$ cat config.mk
export PLATFORM = sky130hd
export DESIGN_NAME = alu_opb_stage_flat
export DESIGN_NICKNAME = d
export VERILOG_FILES = /design/src/rtl/alu_opb_stage_if.sv /design/src/rtl/alu_opb_stage.sv /design/src/flat_wrapper.sv
export SDC_FILE = /design/constraint.sdc
export NUM_CORES = 1
export LEC_CHECK = 0
export CORE_MARGIN = 5
export CORE_UTILIZATION = 52
export CTS_CLUSTER_SIZE = 8
export DETAILED_ROUTE_END_ITERATION = 10
export GPL_ROUTABILITY_DRIVEN = 0
export MAX_ROUTING_LAYER = met4
export PLACE_DENSITY = 0.86
export SYNTH_ARGS = -nofsm -noshare
export SYNTH_HDL_FRONTEND = slang
export SYNTH_SLANG_ARGS = --single-unit
$ cat constraint.sdc
create_clock -name clk -period 2.4 [get_ports clk]
set_input_delay 0.48 -clock clk [delete_from_list [all_inputs] [get_ports clk]]
set_output_delay 0.48 -clock clk [all_outputs]
set_load 0.05 [all_outputs]
$ cat src/rtl/alu_opb_stage_if.sv
// Handshake and operand bus between the register file / immediate extractor
// and the registered ALU operand-B stage.
interface alu_opb_stage_if #(
  parameter int DATA_W = 32,
  parameter int IMM_W  = 16
);
  logic              in_valid;
  logic              in_ready;
  logic [2:0]        alu_srcb;
  logic [IMM_W-1:0]  imm;
  logic [DATA_W-1:0] r2_dout;
  logic              b_we;
  logic              out_valid;
  logic              out_ready;
  logic [DATA_W-1:0] alu_opb;
  logic              sel_err;

  // Upstream/consumer side: drives operands and the ALU's ready.
  modport master (
    output in_valid, alu_srcb, imm, r2_dout, b_we, out_ready,
    input  in_ready, out_valid, alu_opb, sel_err
  );

  // Stage side.
  modport slave (
    input  in_valid, alu_srcb, imm, r2_dout, b_we, out_ready,
    output in_ready, out_valid, alu_opb, sel_err
  );
endinterface

$ cat src/rtl/alu_opb_stage.sv
// Registered ALU operand-B select: owns the architectural B latch, muxes seven
// operand sources and presents the result through a one-entry valid/ready register.
module alu_opb_stage #(
  parameter int          DATA_W   = 32,
  parameter int          IMM_W    = 16,
  parameter int unsigned PC_INC   = 4,
  parameter int unsigned BR_SHIFT = 2
) (
  input logic          clk,
  input logic          rst,
  alu_opb_stage_if.slave bus
);

  typedef enum logic [2:0] {
    SRC_B_LATCH = 3'b000,
    SRC_PC_INC  = 3'b001,
    SRC_SEXT    = 3'b010,
    SRC_BRANCH  = 3'b011,
    SRC_ZEXT    = 3'b100,
    SRC_UPPER   = 3'b101,
    SRC_BYPASS  = 3'b110,
    SRC_RSVD    = 3'b111
  } src_e;

  generate
    if (DATA_W < IMM_W) begin : g_bad_width
      $error("alu_opb_stage: DATA_W must be >= IMM_W");
    end
  endgenerate

  logic [DATA_W-1:0] b_q, b_d;
  logic [DATA_W-1:0] opb_q, opb_d;
  logic              err_q, err_d;
  logic              out_valid_q, out_valid_d;

  logic signed [IMM_W-1:0] imm_s;
  logic [DATA_W-1:0]       sext_imm;
  logic [DATA_W-1:0]       zext_imm;
  logic [DATA_W-1:0]       b_eff;
  logic [DATA_W-1:0]       sel_val;
  logic                    sel_flag;
  logic                    in_ready;
  logic                    accept;

  // The only combinational output path: out_ready -> in_ready.
  assign in_ready = !out_valid_q || bus.out_ready;
  assign accept   = bus.in_valid && in_ready;

  assign imm_s    = bus.imm;
  assign sext_imm = DATA_W'(imm_s);
  assign zext_imm = DATA_W'(bus.imm);

  // NOTE: every always_comb output gets a default first so no path can infer a latch.
  always_comb begin
    b_d      = bus.b_we ? bus.r2_dout : b_q;
    // A same-cycle B load is forwarded to a select-000 accept (write-through).
    b_eff    = b_d;
    sel_val  = '0;
    sel_flag = 1'b0;
    case (src_e'(bus.alu_srcb))
      SRC_B_LATCH: sel_val = b_eff;
      SRC_PC_INC:  sel_val = DATA_W'(PC_INC);
      SRC_SEXT:    sel_val = sext_imm;
      SRC_BRANCH:  sel_val = sext_imm << BR_SHIFT;
      SRC_ZEXT:    sel_val = zext_imm;
      SRC_UPPER:   sel_val = zext_imm << (DATA_W - IMM_W);
      SRC_BYPASS:  sel_val = bus.r2_dout;
      SRC_RSVD: begin
        sel_val  = '0;
        sel_flag = 1'b1;
      end
      default: begin
        sel_val  = '0;
        sel_flag = 1'b1;
      end
    endcase

    out_valid_d = out_valid_q;
    opb_d       = opb_q;
    err_d       = err_q;
    if (accept) begin
      out_valid_d = 1'b1;
      opb_d       = sel_val;
      err_d       = sel_flag;
    end else if (bus.out_ready) begin
      // Consumed with nothing new: operand and flag hold as don't-care.
      out_valid_d = 1'b0;
    end
  end

  // NOTE: state registers use non-blocking assignments so all flops update together.
  always_ff @(posedge clk) begin
    if (rst) begin
      b_q         <= '0;
      opb_q       <= '0;
      err_q       <= 1'b0;
      out_valid_q <= 1'b0;
    end else begin
      b_q         <= b_d;
      opb_q       <= opb_d;
      err_q       <= err_d;
      out_valid_q <= out_valid_d;
    end
  end

  assign bus.in_ready  = in_ready;
  assign bus.out_valid = out_valid_q;
  assign bus.alu_opb   = opb_q;
  assign bus.sel_err   = err_q;

endmodule

$ cat src/flat_wrapper.sv
// flat-port wrapper written by rule: the top's interface ports become plain ports
module alu_opb_stage_flat 
#(
  parameter int          DATA_W   = 32,
  parameter int          IMM_W    = 16,
  parameter int unsigned PC_INC   = 4,
  parameter int unsigned BR_SHIFT = 2
)
  (clk, rst, bus_in_valid, bus_alu_srcb, bus_imm, bus_r2_dout, bus_b_we, bus_out_ready, bus_in_ready, bus_out_valid, bus_alu_opb, bus_sel_err);
  alu_opb_stage_if #(.DATA_W(DATA_W), .IMM_W(IMM_W)) bus_i ();
  input logic clk;
  input logic rst;
  input wire logic [$bits(bus_i.in_valid)-1:0] bus_in_valid;
  input wire logic [$bits(bus_i.alu_srcb)-1:0] bus_alu_srcb;
  input wire logic [$bits(bus_i.imm)-1:0] bus_imm;
  input wire logic [$bits(bus_i.r2_dout)-1:0] bus_r2_dout;
  input wire logic [$bits(bus_i.b_we)-1:0] bus_b_we;
  input wire logic [$bits(bus_i.out_ready)-1:0] bus_out_ready;
  output wire logic [$bits(bus_i.in_ready)-1:0] bus_in_ready;
  output wire logic [$bits(bus_i.out_valid)-1:0] bus_out_valid;
  output wire logic [$bits(bus_i.alu_opb)-1:0] bus_alu_opb;
  output wire logic [$bits(bus_i.sel_err)-1:0] bus_sel_err;
  assign bus_i.in_valid = bus_in_valid;
  assign bus_i.alu_srcb = bus_alu_srcb;
  assign bus_i.imm = bus_imm;
  assign bus_i.r2_dout = bus_r2_dout;
  assign bus_i.b_we = bus_b_we;
  assign bus_i.out_ready = bus_out_ready;
  assign bus_in_ready = bus_i.in_ready;
  assign bus_out_valid = bus_i.out_valid;
  assign bus_alu_opb = bus_i.alu_opb;
  assign bus_sel_err = bus_i.sel_err;
  alu_opb_stage #(.DATA_W(DATA_W), .IMM_W(IMM_W), .PC_INC(PC_INC), .BR_SHIFT(BR_SHIFT)) u_core (.clk(clk), .rst(rst), .bus(bus_i));
endmodule
==> results.py <==
metrics = {
    "clock_tree": {
        "cts_tree": "yes",
        "cts_buffers": 9,
        "cts_sinks": 66,
        "worstSkewPairLatency_ns": 0.35,
        "cts.clk_slew.worst_paths_ns": 0.07,
        "cts_max_path_buffers": 2,
        "root_buffer": "clkbuf_8",
        "cts.repair.resized": 0,
        "holdBufCountCts": 0,
        "cts.htree.levels": 3,
        "post_cts_buffers": 0,
    },
    "worst_setup_path": {
        "cp-end-kind": "output port",
        "crit_required_ns": 1.92,
        "cp_cell_sequence": "clkdlybuf4s50_1",
        "reg2reg_setup_slack_ns": 0.95,
        "startpoint_type": "flop",
        "worstReg2RegStart": "u_core.bus.out_valid",
        "reg2reg_depth": 5,
        "path_delay_family": "buffers and inverters",
        "max_stage_delay_ns": 0.82,
        "cp-endpoint": "bus_alu_opb[24]",
        "path_buf_inv": 1,
        "critical_path_arrival_ns": 1.54,
        "startpoint": "u_core.bus.alu_opb[24]",
        "crit_cells": 1,
        "r2r-end": "u_core.bus.alu_opb[2]",
        "cp_max_fo": 2,
        "crit_type": "flop to output port",
        "critPathSlowestCell": "clkdlybuf4s50_1",
    },
    "global_route": {
        "grt_max_degree": 36,
        "grt.total_usage_pct": 26.5,
        "busiest_layer": "met2",
        "grt_util_met3_pct": 8.11,
        "overflow": 0,
        "met1_usage_pct": 30.6,
        "first_global_vias": 3192,
        "grt_pass1_wl_um": 15600,
        "antenna_found_initial": 0,
        "use_met2_pct": 43.2,
    },
    "sta": {
        "grt_setup_unrepaired": "false",
        "whs_ns": 0.455,
        "max_slew_margin_pct": 52.4,
        "finalCritPeriodShare_pct": 84.3,
        "maxSlewViolCount": 0,
        "setup_viol": 0,
        "finalClockSkew_ns": 0.00470,
        "fin_tns_setup_ns": 0,
        "worst_pin_slew_ns": 0.714,
        "fin_crit_ns": 2.02,
        "setup_ws_ns": 0.376,
        "hold_violations": 0,
        "max_freq_ghz": 0.494,
    },
    "yosys": {
        "synth.cell_area_mm2": 0.00328,
        "synth_cells": 378,
        "synthSimpleGateAreaFrac_pct": 15.2,
        "synth-adder-area-share_pct": 0.610,
        "yosys_register_bits": 66,
        "yosysSeqAreaShare_pct": 40.2,
        "synth-xor-area-share_pct": 0.267,
        "synth_cell_types": 35,
        "syn_avg_cell_area_um2": 8.69,
        "ys_warn_count": 0,
        "synth.area.mux_share_pct": 9.75,
        "synth_compound_area_share_pct": 27.0,
        "synth_top_family_by_area": "compound AO/OA/AOI/OAI gates",
        "synth_fp_nets": 434,
    },
    "finish": {
        "num_antenna_cells": 0,
        "syn2layout_area_growth_pct": 34.7,
        "final_area_mm2": 0.00443,
        "drive_gt1_share_pct": 10.5,
        "nets": 517,
    },
    "routing": {
        "wl_per_cell_um": 18.3,
        "drt-pass1-iter-count": 5,
        "ant_nets": 0,
        "vias_per_cell": 6.03,
        "finalWirelength_um": 9930,
        "drt_iter0_markers": 299,
        "vias": 3269,
        "drc": 0,
    },
    "floorplan": {
        "start_util_pct": 52.6,
        "die_area_mm2": 0.00801,
        "die_height_um": 89.5,
        "boundaryPins": 91,
        "die_width_um": 89.5,
        "core_mm2": 0.00624,
        "rows": 29,
    },
    "place": {
        "port_buffers": 90,
        "placed_area_mm2": 0.00424,
        "dpl.hpwl_um": 7180,
        "dp_slack_ns": 0.100,
    },
    "power": {
        "p_leak_nw": 1.69,
        "power.density_mw_per_mm2": 622,
        "power.total_w": 0.00275,
        "peakVddDrop_mv": 0.410,
    },
    "job": {
        "cap_violations": 0,
    },
    "worst_hold_path": {
        "hp-class": "flop to flop",
    },
    "outcome": {
        "status": "finished clean",
    },
}
-- placed cells by master (no fill, tap or decap), types with 2 or more instances in the layout --
| cell type | n |
|---|---|
| a211oi_1 | 2 |
| a21oi_1 | 35 |
| a21oi_2 | 9 |
| a221oi_1 | 2 |
| a22oi_1 | 14 |
| a32o_1 | 30 |
| and2_1 | 2 |
| and3b_1 | 2 |
| buf_4 | 21 |
| clkbuf_1 | 2 |
| clkbuf_8 | 10 |
| clkdlybuf4s50_1 | 88 |
| clkinv_2 | 2 |
| dfxtp_1 | 66 |
| inv_1 | 4 |
| maj3_1 | 2 |
| mux2i_1 | 32 |
| nand2_1 | 33 |
| nand2b_1 | 13 |
| nor2_1 | 35 |
| nor2_2 | 4 |
| nor2b_1 | 12 |
| nor3_1 | 4 |
| o21ai_0 | 5 |
| o21ai_1 | 10 |
| o22ai_1 | 15 |
-- flip-flops by register name (all words and copies together), names as in the netlist --
register	count
u_core.bus.sel_err	1
u_core.bus.out_valid	1
u_core.b_q	32
u_core.bus.alu_opb	32
-- cell families (layout without fill, tap and decap cells) --
logic type / count (synthesis) / in the layout
adders and majority gates: 2 / 2
xor gates and xnor gates: 1 / 1
and+or+nand+nor: 108 / 108
DFF: 66 / 66
AOI/OAI and AO/OA: 125 / 125
buffers and inverters: 44 / 131
muxes: 32 / 32
-- synth_stat cells, drive strengths merged --
cell	number	share of area, %
o2bb2ai	1	0.27
a211oi	2	0.46
nor3	4	0.61
a32oi	1	0.27
dfxtp	66	40
o21ai	15	2.3
clkbuf	9	1.1
a22oi	14	3.2
clkinv	1	0.11
maj3	2	0.61
nor2	39	4.6
nand2	33	3.8
a221oi	2	0.53
o22ai	15	2.9
nand3	1	0.15
and2	2	0.38
nand2b	13	2.5
a21oi	44	7.7
or2	1	0.19
a21o	1	0.23
a32o	30	9.1
and3b	2	0.53
mux2i	32	9.8
xnor2	1	0.27
nor2b	12	2.3
and2b	1	0.23
inv	4	0.46
buf	30	5.3
-- final cells by class --
cell class / count / area (µm²)
Clock buffer: 12 / 145
Clock inverter: 3 / 40.0
Fill cell: 463 / 1820
Inverter: 5 / 18.8
Multi-Input combinational cell: 268 / 1740
Sequential cell: 66 / 1320
Tap cell: 77 / 96.3
Timing Repair Buffer: 111 / 1060
-- worst min path at each step --
stage,from,end,cells after the start
after floorplan,u_core.b_q[0],u_core.b_q[0],2
after global placement,u_core.bus.sel_err,u_core.bus.sel_err,2
after detailed placement,u_core.bus.sel_err,u_core.bus.sel_err,2
after CTS,u_core.bus.sel_err,u_core.bus.sel_err,2
after global routing,u_core.bus.sel_err,u_core.bus.sel_err,2
final,u_core.bus.sel_err,u_core.bus.sel_err,2
-- layer usage --
layer | wire length, µm | up-vias
met5 | 0 | -
met2 | 5030 | 144
met1 | 3990 | 1569
met3 | 700 | 28
li1 | - | 1528
met4 | 203 | 0
-- stage by stage --
| step | cells | utilization [%] |
|---|---|---|
| floorplan | 378 | - |
| global placement | 527 | 67.9 |
| detailed placement | 527 | 67.9 |
| CTS | 542 | 70.9 |
| finish | 542 | 70.9 |
| global route | 542 | 70.9 |
-- where the power goes --
| part | internal, W | switching [W] |
|---|---|---|
| logic | 0.000279 | 0.000382 |
| registers | 0.00116 | 0.0000286 |
| clock network | 0.000499 | 0.000403 |
Note: power is estimated with default switching activity, not from simulation.
